File: config.mk
export PLATFORM = sky130hd
export DESIGN_NAME = fifo_rd_arbiter_flat
export DESIGN_NICKNAME = d
export VERILOG_FILES = /design/src/rtl/fifo_rd_arbiter_pkg.sv /design/src/rtl/fifo_rd_arbiter_if.sv /design/src/rtl/fifo_rd_arbiter_rr_arbiter.sv /design/src/rtl/fifo_rd_arbiter.sv /design/src/flat_wrapper.sv
export SDC_FILE = /design/constraint.sdc
export NUM_CORES = 1
export LEC_CHECK = 0
export BUFFER_PORTS_ARGS = -buffer_cell sky130_fd_sc_hd__buf_2
export CORE_ASPECT_RATIO = 1.75
export CORE_UTILIZATION = 57
export CTS_BUF_LIST = sky130_fd_sc_hd__clkbuf_2
export DETAILED_ROUTE_END_ITERATION = 10
export GPL_ROUTABILITY_DRIVEN = 0
export PLACE_DENSITY = 0.88
export SETUP_SLACK_MARGIN = 0.15
export SYNTH_ARGS = -nofsm -noshare
export SYNTH_HDL_FRONTEND = slang
export SYNTH_SLANG_ARGS = --single-unit
File: constraint.sdc
create_clock -name rclk -period 4.3 [get_ports rclk]
set_clock_uncertainty 0.2 [all_clocks]
set_input_delay 0.86 -clock rclk [delete_from_list [all_inputs] [get_ports rclk]]
set_output_delay 0.86 -clock rclk [all_outputs]
set_load 0.005 [all_outputs]
File: src/rtl/fifo_rd_arbiter_pkg.sv
// Shared types and helpers for the async-FIFO read-side arbiter.
package rd_arb_pkg;

    typedef enum logic [1:0] {
        IDLE  = 2'd0,
        BURST = 2'd1,
        DRAIN = 2'd2
    } rd_arb_state_e;

    localparam int STAT_W = 16;

    function automatic logic [STAT_W-1:0] sat_inc(input logic [STAT_W-1:0] v);
        return (v == {STAT_W{1'b1}}) ? v : v + {{(STAT_W-1){1'b0}}, 1'b1};
    endfunction

endpackage

File: src/rtl/fifo_rd_arbiter_if.sv
// Consumer handshake and FIFO read-port bundle; master = arbiter side.
interface fifo_rd_arbiter_if #(
    parameter int NUM_REQ = 4,
    parameter int DATA_W  = 8
) ();

    logic [NUM_REQ-1:0] req;
    logic [NUM_REQ-1:0] rdy;
    logic [NUM_REQ-1:0] gnt;
    logic               out_valid;
    logic [DATA_W-1:0]  out_data;
    logic               fifo_empty;
    logic [DATA_W-1:0]  fifo_rdata;
    logic               fifo_r_en;

    modport master (
        input  req, rdy, fifo_empty, fifo_rdata,
        output gnt, out_valid, out_data, fifo_r_en
    );

    modport slave (
        output req, rdy, fifo_empty, fifo_rdata,
        input  gnt, out_valid, out_data, fifo_r_en
    );

endinterface

File: src/rtl/fifo_rd_arbiter_rr_arbiter.sv
// Combinational round-robin pick: first requester strictly after ptr, wrapping.
module rr_arbiter #(
    parameter int NUM_REQ = 4
) (
    input  logic [NUM_REQ-1:0]         req,
    input  logic [$clog2(NUM_REQ)-1:0] ptr,
    output logic [NUM_REQ-1:0]         pick_oh,
    output logic [$clog2(NUM_REQ)-1:0] pick_idx,
    output logic                       pick_any
);

    localparam int IDX_W = $clog2(NUM_REQ);

    // Scan candidates in rotation order starting one past the pointer.
    always_comb begin
        pick_oh  = {NUM_REQ{1'b0}};
        pick_idx = {IDX_W{1'b0}};
        pick_any = 1'b0;
        for (int k = 1; k <= NUM_REQ; k++) begin
            logic [IDX_W-1:0] cand_s;
            cand_s = IDX_W'((int'(ptr) + k) % NUM_REQ);
            if (!pick_any && req[cand_s]) begin
                pick_any        = 1'b1;
                pick_oh[cand_s] = 1'b1;
                pick_idx        = cand_s;
            end else begin
                pick_any = pick_any;
            end
        end
    end

endmodule

File: src/rtl/fifo_rd_arbiter.sv
// Round-robin burst scheduler for the async-FIFO read port (rclk domain).
// Optional RD_ARB_STATS_EN adds per-consumer saturating handshake counters on stat_cnt.
module fifo_rd_arbiter
    import rd_arb_pkg::*;
#(
    parameter int NUM_REQ   = 4,
    parameter int DATA_W    = 8,
    parameter int MAX_BURST = 4
) (
    input  logic                       rclk,
    input  logic                       rrst_n,
`ifdef RD_ARB_STATS_EN
    output logic [NUM_REQ*STAT_W-1:0]  stat_cnt,
`endif
    fifo_rd_arbiter_if.master          bus
);

    localparam int IDX_W  = $clog2(NUM_REQ);
    localparam int BEAT_W = $clog2(MAX_BURST + 1);

    rd_arb_state_e      state_r;
    logic [NUM_REQ-1:0] gnt_r;
    logic [IDX_W-1:0]   gidx_r;
    logic [IDX_W-1:0]   ptr_r;
    logic [BEAT_W-1:0]  beat_r;
    logic               out_valid_r;
    logic [DATA_W-1:0]  out_data_r;

    logic [NUM_REQ-1:0] pick_oh_s;
    logic [IDX_W-1:0]   pick_idx_s;
    logic               pick_any_s;
    logic               req_g_s;
    logic               rdy_g_s;
    logic               pop_s;
    logic               accept_s;
    logic               last_beat_s;

    rr_arbiter #(.NUM_REQ(NUM_REQ)) u_rr (
        .req      (bus.req),
        .ptr      (ptr_r),
        .pick_oh  (pick_oh_s),
        .pick_idx (pick_idx_s),
        .pick_any (pick_any_s)
    );

    assign req_g_s     = bus.req[gidx_r];
    assign rdy_g_s     = bus.rdy[gidx_r];
    assign last_beat_s = (beat_r == BEAT_W'(MAX_BURST - 1));
    // Only the granted consumer's rdy counts; IDLE never holds a word.
    assign accept_s    = out_valid_r & rdy_g_s & (state_r != IDLE);
    assign pop_s       = (state_r == BURST) & ~bus.fifo_empty & req_g_s &
                         (~out_valid_r | rdy_g_s) & (beat_r < BEAT_W'(MAX_BURST));

    assign bus.fifo_r_en = pop_s;
    assign bus.gnt       = gnt_r;
    assign bus.out_valid = out_valid_r;
    assign bus.out_data  = out_data_r;

    // Grant FSM plus output register stage.
    always_ff @(posedge rclk or negedge rrst_n) begin
        if (!rrst_n) begin
            state_r     <= IDLE;
            gnt_r       <= {NUM_REQ{1'b0}};
            gidx_r      <= {IDX_W{1'b0}};
            ptr_r       <= IDX_W'(NUM_REQ - 1);
            beat_r      <= {BEAT_W{1'b0}};
            out_valid_r <= 1'b0;
            out_data_r  <= {DATA_W{1'b0}};
        end else begin
            if (pop_s) begin
                out_data_r  <= bus.fifo_rdata;
                out_valid_r <= 1'b1;
                beat_r      <= beat_r + BEAT_W'(1);
            end else if (accept_s) begin
                out_valid_r <= 1'b0;
            end
            case (state_r)
                IDLE: begin
                    if (pick_any_s && !bus.fifo_empty) begin
                        gnt_r   <= pick_oh_s;
                        gidx_r  <= pick_idx_s;
                        beat_r  <= {BEAT_W{1'b0}};
                        state_r <= BURST;
                    end
                end
                BURST: begin
                    if ((pop_s && last_beat_s) || !req_g_s || bus.fifo_empty) begin
                        state_r <= DRAIN;
                    end
                end
                DRAIN: begin
                    // Keep the grant until the held word reaches its owner.
                    if (!out_valid_r || accept_s) begin
                        gnt_r   <= {NUM_REQ{1'b0}};
                        ptr_r   <= gidx_r;
                        state_r <= IDLE;
                    end
                end
                default: begin
                    state_r <= IDLE;
                    gnt_r   <= {NUM_REQ{1'b0}};
                end
            endcase
        end
    end

`ifdef RD_ARB_STATS_EN
    logic [STAT_W-1:0] stat_r [NUM_REQ];

    // Per-consumer delivered-word counters, saturating.
    always_ff @(posedge rclk or negedge rrst_n) begin
        if (!rrst_n) begin
            for (int i = 0; i < NUM_REQ; i++) begin
                stat_r[i] <= {STAT_W{1'b0}};
            end
        end else if (accept_s) begin
            stat_r[gidx_r] <= sat_inc(stat_r[gidx_r]);
        end
    end

    for (genvar gi = 0; gi < NUM_REQ; gi++) begin : g_stat
        assign stat_cnt[gi*STAT_W +: STAT_W] = stat_r[gi];
    end
`endif

endmodule

File: src/flat_wrapper.sv
// flat-port wrapper written by rule: the top's interface ports become plain ports
module fifo_rd_arbiter_flat import rd_arb_pkg::*;
#(
    parameter int NUM_REQ   = 4,
    parameter int DATA_W    = 8,
    parameter int MAX_BURST = 4
)
  (rclk, rrst_n, bus_req, bus_rdy, bus_fifo_empty, bus_fifo_rdata, bus_gnt, bus_out_valid, bus_out_data, bus_fifo_r_en);
  fifo_rd_arbiter_if #(.NUM_REQ(NUM_REQ), .DATA_W(DATA_W)) bus_i ();
  input  logic rclk;
  input  logic rrst_n;
  input wire logic [$bits(bus_i.req)-1:0] bus_req;
  input wire logic [$bits(bus_i.rdy)-1:0] bus_rdy;
  input wire logic [$bits(bus_i.fifo_empty)-1:0] bus_fifo_empty;
  input wire logic [$bits(bus_i.fifo_rdata)-1:0] bus_fifo_rdata;
  output wire logic [$bits(bus_i.gnt)-1:0] bus_gnt;
  output wire logic [$bits(bus_i.out_valid)-1:0] bus_out_valid;
  output wire logic [$bits(bus_i.out_data)-1:0] bus_out_data;
  output wire logic [$bits(bus_i.fifo_r_en)-1:0] bus_fifo_r_en;
  assign bus_i.req = bus_req;
  assign bus_i.rdy = bus_rdy;
  assign bus_i.fifo_empty = bus_fifo_empty;
  assign bus_i.fifo_rdata = bus_fifo_rdata;
  assign bus_gnt = bus_i.gnt;
  assign bus_out_valid = bus_i.out_valid;
  assign bus_out_data = bus_i.out_data;
  assign bus_fifo_r_en = bus_i.fifo_r_en;
  fifo_rd_arbiter #(.NUM_REQ(NUM_REQ), .DATA_W(DATA_W), .MAX_BURST(MAX_BURST)) u_core (.rclk(rclk), .rrst_n(rrst_n), .bus(bus_i));
endmodule
==> summary.md, run 1 <==
| Metric | Value |
|---|---|
| Outcome | finished, final reports clean |
| Max_cap viols | 0 |
| Total gr overflow | 0 |
| CP max stage delay | 0.88 ns |
| Diode count | 0 |
| Final core occ | 0.660 |
| Reg2Reg Launch Point | u_core.ptr_r[0] |
| Peak supply drop | 0.384 mV |
| Least-Margin Pin Slew | about 0.5 ns |
| Arrival @ worst endpoint | 3.54 ns |
| Reg2reg end | u_core.bus.gnt[2] |
| Final nets | 211 |
| Initial antenna violation count | 0 |
| Yosys warns | 0 |
| FFs w/ async S/R, synth | 1.00 |
| TNS Setup | 0 ns |
| Crit. End Element | flip-flop |
| FF+latch count, synth | 22 |
| TritonRoute pass-1 iters | 5 |
| First-pass GRT wire length | approximately 5900 um |
| Fin. Hold Viols | 0 |
| Dominant synthesized flop cell | dfrtp_1 |
| Most common cell in the synthesized netlist | dfrtp_1 |
| Skew-Pair Late Insertion Delay | 0.33 ns |
| Rows | 25 |
| Horiz. Die Dim | 42.4 um |
| Max-slew violations | 0 |
| Vias in the first global route | ~1.3k |
| Clk root buf | clkbuf_2 |
| Clk pin slew, worst setup/hold paths | 0.21 ns |
| CP max FO | 26 |
| Post-Syn Area | 1630 um2 |
| CTS Buffer Depth | 2 |
| Port Buffers | 32 |
| Area leader, netlist | dfrtp_1 |
| Vias per inst | 6.38 |
| CTS sink count | 22 |
| Largest net degree at the start of global routing | 27 |
| Syn avg cell area | 10.6 um2 |
| Power Dens Cells | 739 nW/um2 |
| DRC Markers | 0 |
| Total CTS buffers | 3 |
| Synth top area share | 0.307 |
| Initial core utilization | 0.599 |
| Top cells by count, synth | dfrtp_1 (20), nand2_1 (14), ha_1 (10), mux2_2 (10), a21oi_1 (9) |
| ANT nets after route | 0 |
| Reg2Reg Depth | 7 |
| Period minus WS final | between 3 and 4 ns |
| CP max stage cell | dfstp_2 |
| Total power | 1.33 mW |
| Post-detail-place hpwl | between 2000 and 3000 um |
| RSZ-0062 raised after global routing | no |
| I/O pins | 33 |
| Post-CTS Hold Buffers | 0 |
| Yosys cell types | 43 |
| Sequential share of the synthesized area | 0.339 |
| Crit Path Class | flip-flop to flip-flop |
| Post-CTS Setup Inserts | 0 |
| Slew HR | 0.666 |
| Syn nets | 183 |
| Leakage dissipation | 0.840 nW |
| Area contributors post-synth | dfrtp_1 (31%), mux4_2 (8.3%), ha_1 (7.7%), mux2_2 (6.9%), buf_6 (3.5%) |
| Gr usage total | 0.240 |
| Drt total wl | approximately 3500 um |
| Final Cycle Share | 0.808 |
| CTS HTree Levels | 1 |
| Die area | 3090 um2 |
| Post-route insts no fill | 208 |
| Post-synth EDFFs | 0 |
| Setup violators final | 0 |
| Vias | 1327 |
| R2r setup slk | 0.82 ns |
| Cells after synthesis | 154 |
| CTS tree | yes |
| Crit path cell chain | inv_1, ha_1, mux4_2, or3_4, o21ai_4, a221oi_1, a21oi_1 |
| Fmax | 0.288 GHz |
| CP Data Required Time | 4.37 ns |
| CP startpoint kind | flip-flop |
| Post-CTS resize count | 0 |
| Hold Crit Class | input port to asynchronous set/reset pin |
| Initial DRC count | 55 |
| Area growth, synth to finish | 10.2% |
| Placed cell count | ~200 |
| Die height | between 70 and 80 um |
| Routed len/inst | ~17 um |
| Core box area | about 2700 um2 |
| Layout cell share with drive strength beyond 1 | 0.337 |
## stage by stage
step / instance area (um2) / setup WS [ns] / hold WS, ns
2_1_floorplan: 1630 / 1.24 / 0.281
3_3_place_gp: 1750 / 1.03 / 0.276
3_5_place_dp: 1750 / 0.903 / 0.290
4_1_cts: 1800 / 0.862 / 0.260
5_1_grt: 1800 / 0.616 / 0.267
6_report: 1800 / 0.825 / 0.244
## worst max path at each step
stage | from | endpoint | slack (ns) | cells past startpoint
2_1_floorplan | u_core.ptr_r[1] | u_core.bus.gnt[0] | 1.24 | 10
3_3_place_gp | u_core.ptr_r[0] | u_core.bus.gnt[2] | 1.03 | 7
3_5_place_dp | u_core.ptr_r[0] | u_core.bus.gnt[2] | 0.90 | 7
4_1_cts | u_core.ptr_r[0] | u_core.bus.gnt[2] | 0.86 | 7
5_1_grt | u_core.ptr_r[0] | u_core.bus.gnt[2] | 0.62 | 7
6_report | u_core.ptr_r[0] | u_core.bus.gnt[2] | 0.82 | 7
## routing by layer
layer,track usage,vias up,share of wire
li1,-,621,-
met1,0.291,652,0.38
met2,0.448,48,0.57
met3,0.00990,6,0.031
met4,0.0729,0,0.021
met5,0,-,0
## power breakdown
part	leakage [nW]	internal (mW)	switching (mW)
registers	0.269	0.309	0.111
logic	0.544	0.383	0.384
clock network	0.0266	0.0802	0.0623
## state kept, by name, summed over array words and instances, names as in the netlist
signal / count
u_core.bus.out_data: 8
u_core.bus.gnt: 4
u_core.beat_r: 3
u_core.gidx_r: 2
u_core.ptr_r: 2
u_core.state_r: 2
u_core.bus.out_valid: 1
## cell type report
class | count | area, um2
clock buffers | 3 | 15.0
clock inverters | 1 | 30.0
fillers | 222 | 925
inverters | 8 | 30.0
multi-input cells | 114 | 967
flip-flops and latches | 22 | 553
well taps | 27 | 33.8
repair buffers | 33 | 168
## cell usage in the layout, fill, tap and decap left out, drive strengths merged, types with 3 or more instances in the layout
cell type   n
o21ai       5
mux2       12
nor3        4
and2        3
buf        33
mux2i       4
a31o        4
clkbuf      3
a221oi      4
nand2      14
a21oi       9
ha         10
mux4        6
inv         8
dfrtp      20
nand2b      8
o22ai       4
a221o       4
## logic make-up (layout without fill, tap and decap cells)
| family | Yosys count | count (layout) | synth area share |
|---|---|---|---|
| and+or+nand+nor | 41 | 41 | 0.134 |
| DFF | 22 | 22 | 0.339 |
| muxes | 22 | 22 | 0.190 |
| AOI/OAI and AO/OA | 39 | 39 | 0.182 |
| buffers and inverters | 18 | 45 | 0.0675 |
| adders and majority gates | 10 | 10 | 0.0767 |
| xor gates and xnor gates | 2 | 2 | 0.0107 |
## critical path: cells and delay by family (launching register included)
kind,cells,cell delay [ns]
AO/OA/AOI/OAI,3,0.63
buffers and inverters,1,0.27
flip-flops,1,0.88
adder cells (fa/ha/maj),1,0.51
AND/OR/NAND/NOR,1,0.43
multiplexers,1,0.49
(Power assumes the default switching activity.)
==> run 2, diff against run 1 <==
==> constraint.sdc (replaced) <==
create_clock -name rclk -period 3.5 [get_ports rclk]
set_clock_uncertainty 0.2 [all_clocks]
set_input_delay 0.7 -clock rclk [delete_from_list [all_inputs] [get_ports rclk]]
set_output_delay 0.7 -clock rclk [all_outputs]
set_load 0.005 [all_outputs]
==> run 2 against run 1 <==
- worst hold slack worse by 0.17 ns
- highest routed layer unchanged
- clock power increased by 25%
- power increased by 23%
- largest power group unchanged
- largest cell class unchanged
- first-iteration DRC count decreased by 16%
==> summary.md, run 2 (synthesized netlist as in run 1, its figures left out) <==
| Metric | Value |
|---|---|
| Outcome | finished, final reports clean |
| CTS HTree Levels | 1 (unchanged) |
| Post-route insts no fill | 210 (+0.96%) |
| TritonRoute pass-1 iters | 4 (-1) |
| Drt total wl | 3310 um (-4.7%) |
| Post-CTS Setup Inserts | 0 (unchanged) |
| DRC Markers | 0 (unchanged) |
| CP max FO | 15 (-42%) |
| Least-Margin Pin Slew | 0.479 ns (-0.00796 ns) |
| Switching Fraction | 0.411 (-0.00833) |
| Vias per inst | 6.10 (-4.4%) |
| CTS Buffer Depth | 2 (unchanged) |
| Post-detail-place hpwl | 2600 um (-0.13%) |
| Logic gate share of total power | 0.602 (+0.025) |
| Slew HR | 0.680 (+0.0146) |
| Seq pwr share | 0.289 (-0.027) |
| Horiz. Die Dim | 42.4 um (unchanged) |
| Pint | 961 uW (+25%) |
| Port Buffers | 32 (unchanged) |
| Total power | 1.63 mW (+23%) |
| Vias in the first global route | 1297 (+3.6%) |
| Total CTS buffers | 3 (unchanged) |
| First-pass GRT wire length | 5750 um (-2.3%) |
| Setup violators final | 0 (unchanged) |
| Post-CTS resize count | 0 (unchanged) |
| Most common cell after layout, fill and taps aside | buf_2 |
| Register area | 553 um2 (unchanged) |
| CTS tree | yes |
| CP max stage cell | dfstp_2 |
| NetSw | 670 uW (+20%) |
| CTS sink count | 22 (unchanged) |
| Max-slew violations | 0 (unchanged) |
| Clk pin slew, worst setup/hold paths | 0.21 ns (about the same) |
| Vias | 1281 (-3.5%) |
| Max_cap viols | 0 (unchanged) |
| CP delay by family, top | flip-flops |
| Arrival @ worst endpoint | 3.21 ns (-0.33 ns) |
| Core box area | 2720 um2 (unchanged) |
| Initial core utilization | 0.599 (unchanged) |
| Skew-Pair Late Insertion Delay | 0.33 ns (about the same) |
| Routed len/inst | 15.7 um (-5.6%) |
| Gr usage total | 0.238 (-0.00195) |
| RSZ-0062 raised after global routing | no |
| CP max stage delay | 0.72 ns (-0.16 ns) |
| Placed cell count | 206 (+0.98%) |
| CP Data Required Time | 3.58 ns (-0.79 ns) |
| Final nets | 213 (+0.95%) |
| CP bufs+invs | 1 (unchanged) |
| Final Cycle Share | 0.894 (+0.0862) |
| Clk root buf | clkbuf_2 |
| Initial antenna violation count | 0 (unchanged) |
| Diode count | 0 (unchanged) |
| Die area | 3090 um2 (unchanged) |
| I/O pins | 33 (unchanged) |
| Max reg flops | 8 (unchanged) |
| Leakage dissipation | 0.850 nW (+1.1%) |
| Fmax | 0.319 GHz (+11%) |
| Rows | 25 (unchanged) |
| Largest net degree at the start of global routing | 26 (-3.7%) |
| Crit Path Class | flip-flop to flip-flop |
| Power Dens Cells | 900 nW/um2 (+22%) |
| Total gr overflow | 0 (unchanged) |
| Clock Power Share | 0.109 (+0.002) |
| Crit path cell chain | inv_1, ha_1, mux4_2, or3_4, o21ai_4, a221oi_1, a21oi_1 |
| Most frequent cells in the layout | buf_2 (32), dfrtp_1 (20), nand2_1 (14), mux2_2 (10), ha_1 (10) |
| Hold Crit Class | input port to asynchronous set/reset pin |
| Layout cell share with drive strength beyond 1 | 0.344 (+0.00725) |
| Filler cells | 217 (-2.3%) |
| Die height | 72.7 um (unchanged) |
| Crit. End Element | flip-flop |
| Fin. Hold Viols | 0 (unchanged) |
| CP startpoint kind | flip-flop |
| Period minus WS final | 3.13 ns (-0.345 ns) |
| Peak supply drop | 0.524 mV (+36%) |
| TNS Setup | 0 ns (unchanged) |
| Multi-input gate area | 967 um2 (unchanged) |
| Area growth, synth to finish | 11.1% |
| Post-CTS Hold Buffers | 0 (unchanged) |
| Initial DRC count | 46 (-16%) |
| ANT nets after route | 0 (unchanged) |
[run 2: cell count changes in the layout (fill, tap and decap cells not counted)]
| cell | before | now |
|---|---|---|
| buf_4 | 1 | 3 |
[run 2: path summary, 6_finish.rpt]
check	slack (ns)	cells past startpoint	start	endpoint
max	0.37	7	u_core.ptr_r[1]	u_core.bus.gnt[2]
min in group rclk	0.33	1	u_core.bus.out_data[4]	u_core.bus.out_data[4]
min reg2reg	0.33	1	u_core.bus.out_data[4]	u_core.bus.out_data[4]
max in group asynchronous	2.67	1	rrst_n	u_core.ptr_r[0]
max reg2reg	0.37	7	u_core.ptr_r[1]	u_core.bus.gnt[2]
min	0.08	1	rrst_n	u_core.bus.gnt[0]
[run 2: metrics by stage]
step	instance area, um2	setup slack, ns	util	hold slack [ns]
2_1_floorplan	1630	0.442	-	0.204
3_3_place_gp	1770	0.583	0.649	0.270
3_5_place_dp	1770	0.413	0.649	0.289
4_1_cts	1810	0.360	0.666	0.0959
5_1_grt	1810	0.215	0.666	0.101
6_report	1810	0.370	0.666	0.0786
[run 2: layout make-up]
type	instances	share of cell area
clock buffer	3	0.00829
clock inverter	1	0.0166
inverter	8	0.0166
multi-input combinational	114	0.534
sequential	22	0.305
tap	27	0.0186
timing repair buffer	35	0.101
[run 2: power by group through the flow]
stage	Combinational (mW)	Clock, mW	Sequential [mW]
2_1_floorplan	0.765	0	0.470
3_3_place_gp	0.927	0	0.467
3_5_place_dp	0.980	0	0.478
4_1_cts	0.985	0.178	0.472
5_1_grt	1.09	0.187	0.488
6_report	0.982	0.177	0.471
[run 2: per-layer routing]
metal | vias to the layer above | GRT usage | share of wire
met5 | - | 0 | 0
met4 | 0 | 0.135 | 0.037
met3 | 11 | 0.0173 | 0.030
met2 | 40 | 0.417 | 0.54
met1 | 607 | 0.280 | 0.39
li1 | 623 | - | -
[run 2: worst reg2reg max path, cell delays in order (launching register included)]
cell,delay [ns]
dfstp_2,0.72
inv_1,0.20
ha_1,0.46
mux4_2,0.47
or3_4,0.43
o21ai_4,0.34
a221oi_1,0.12
a21oi_1,0.15
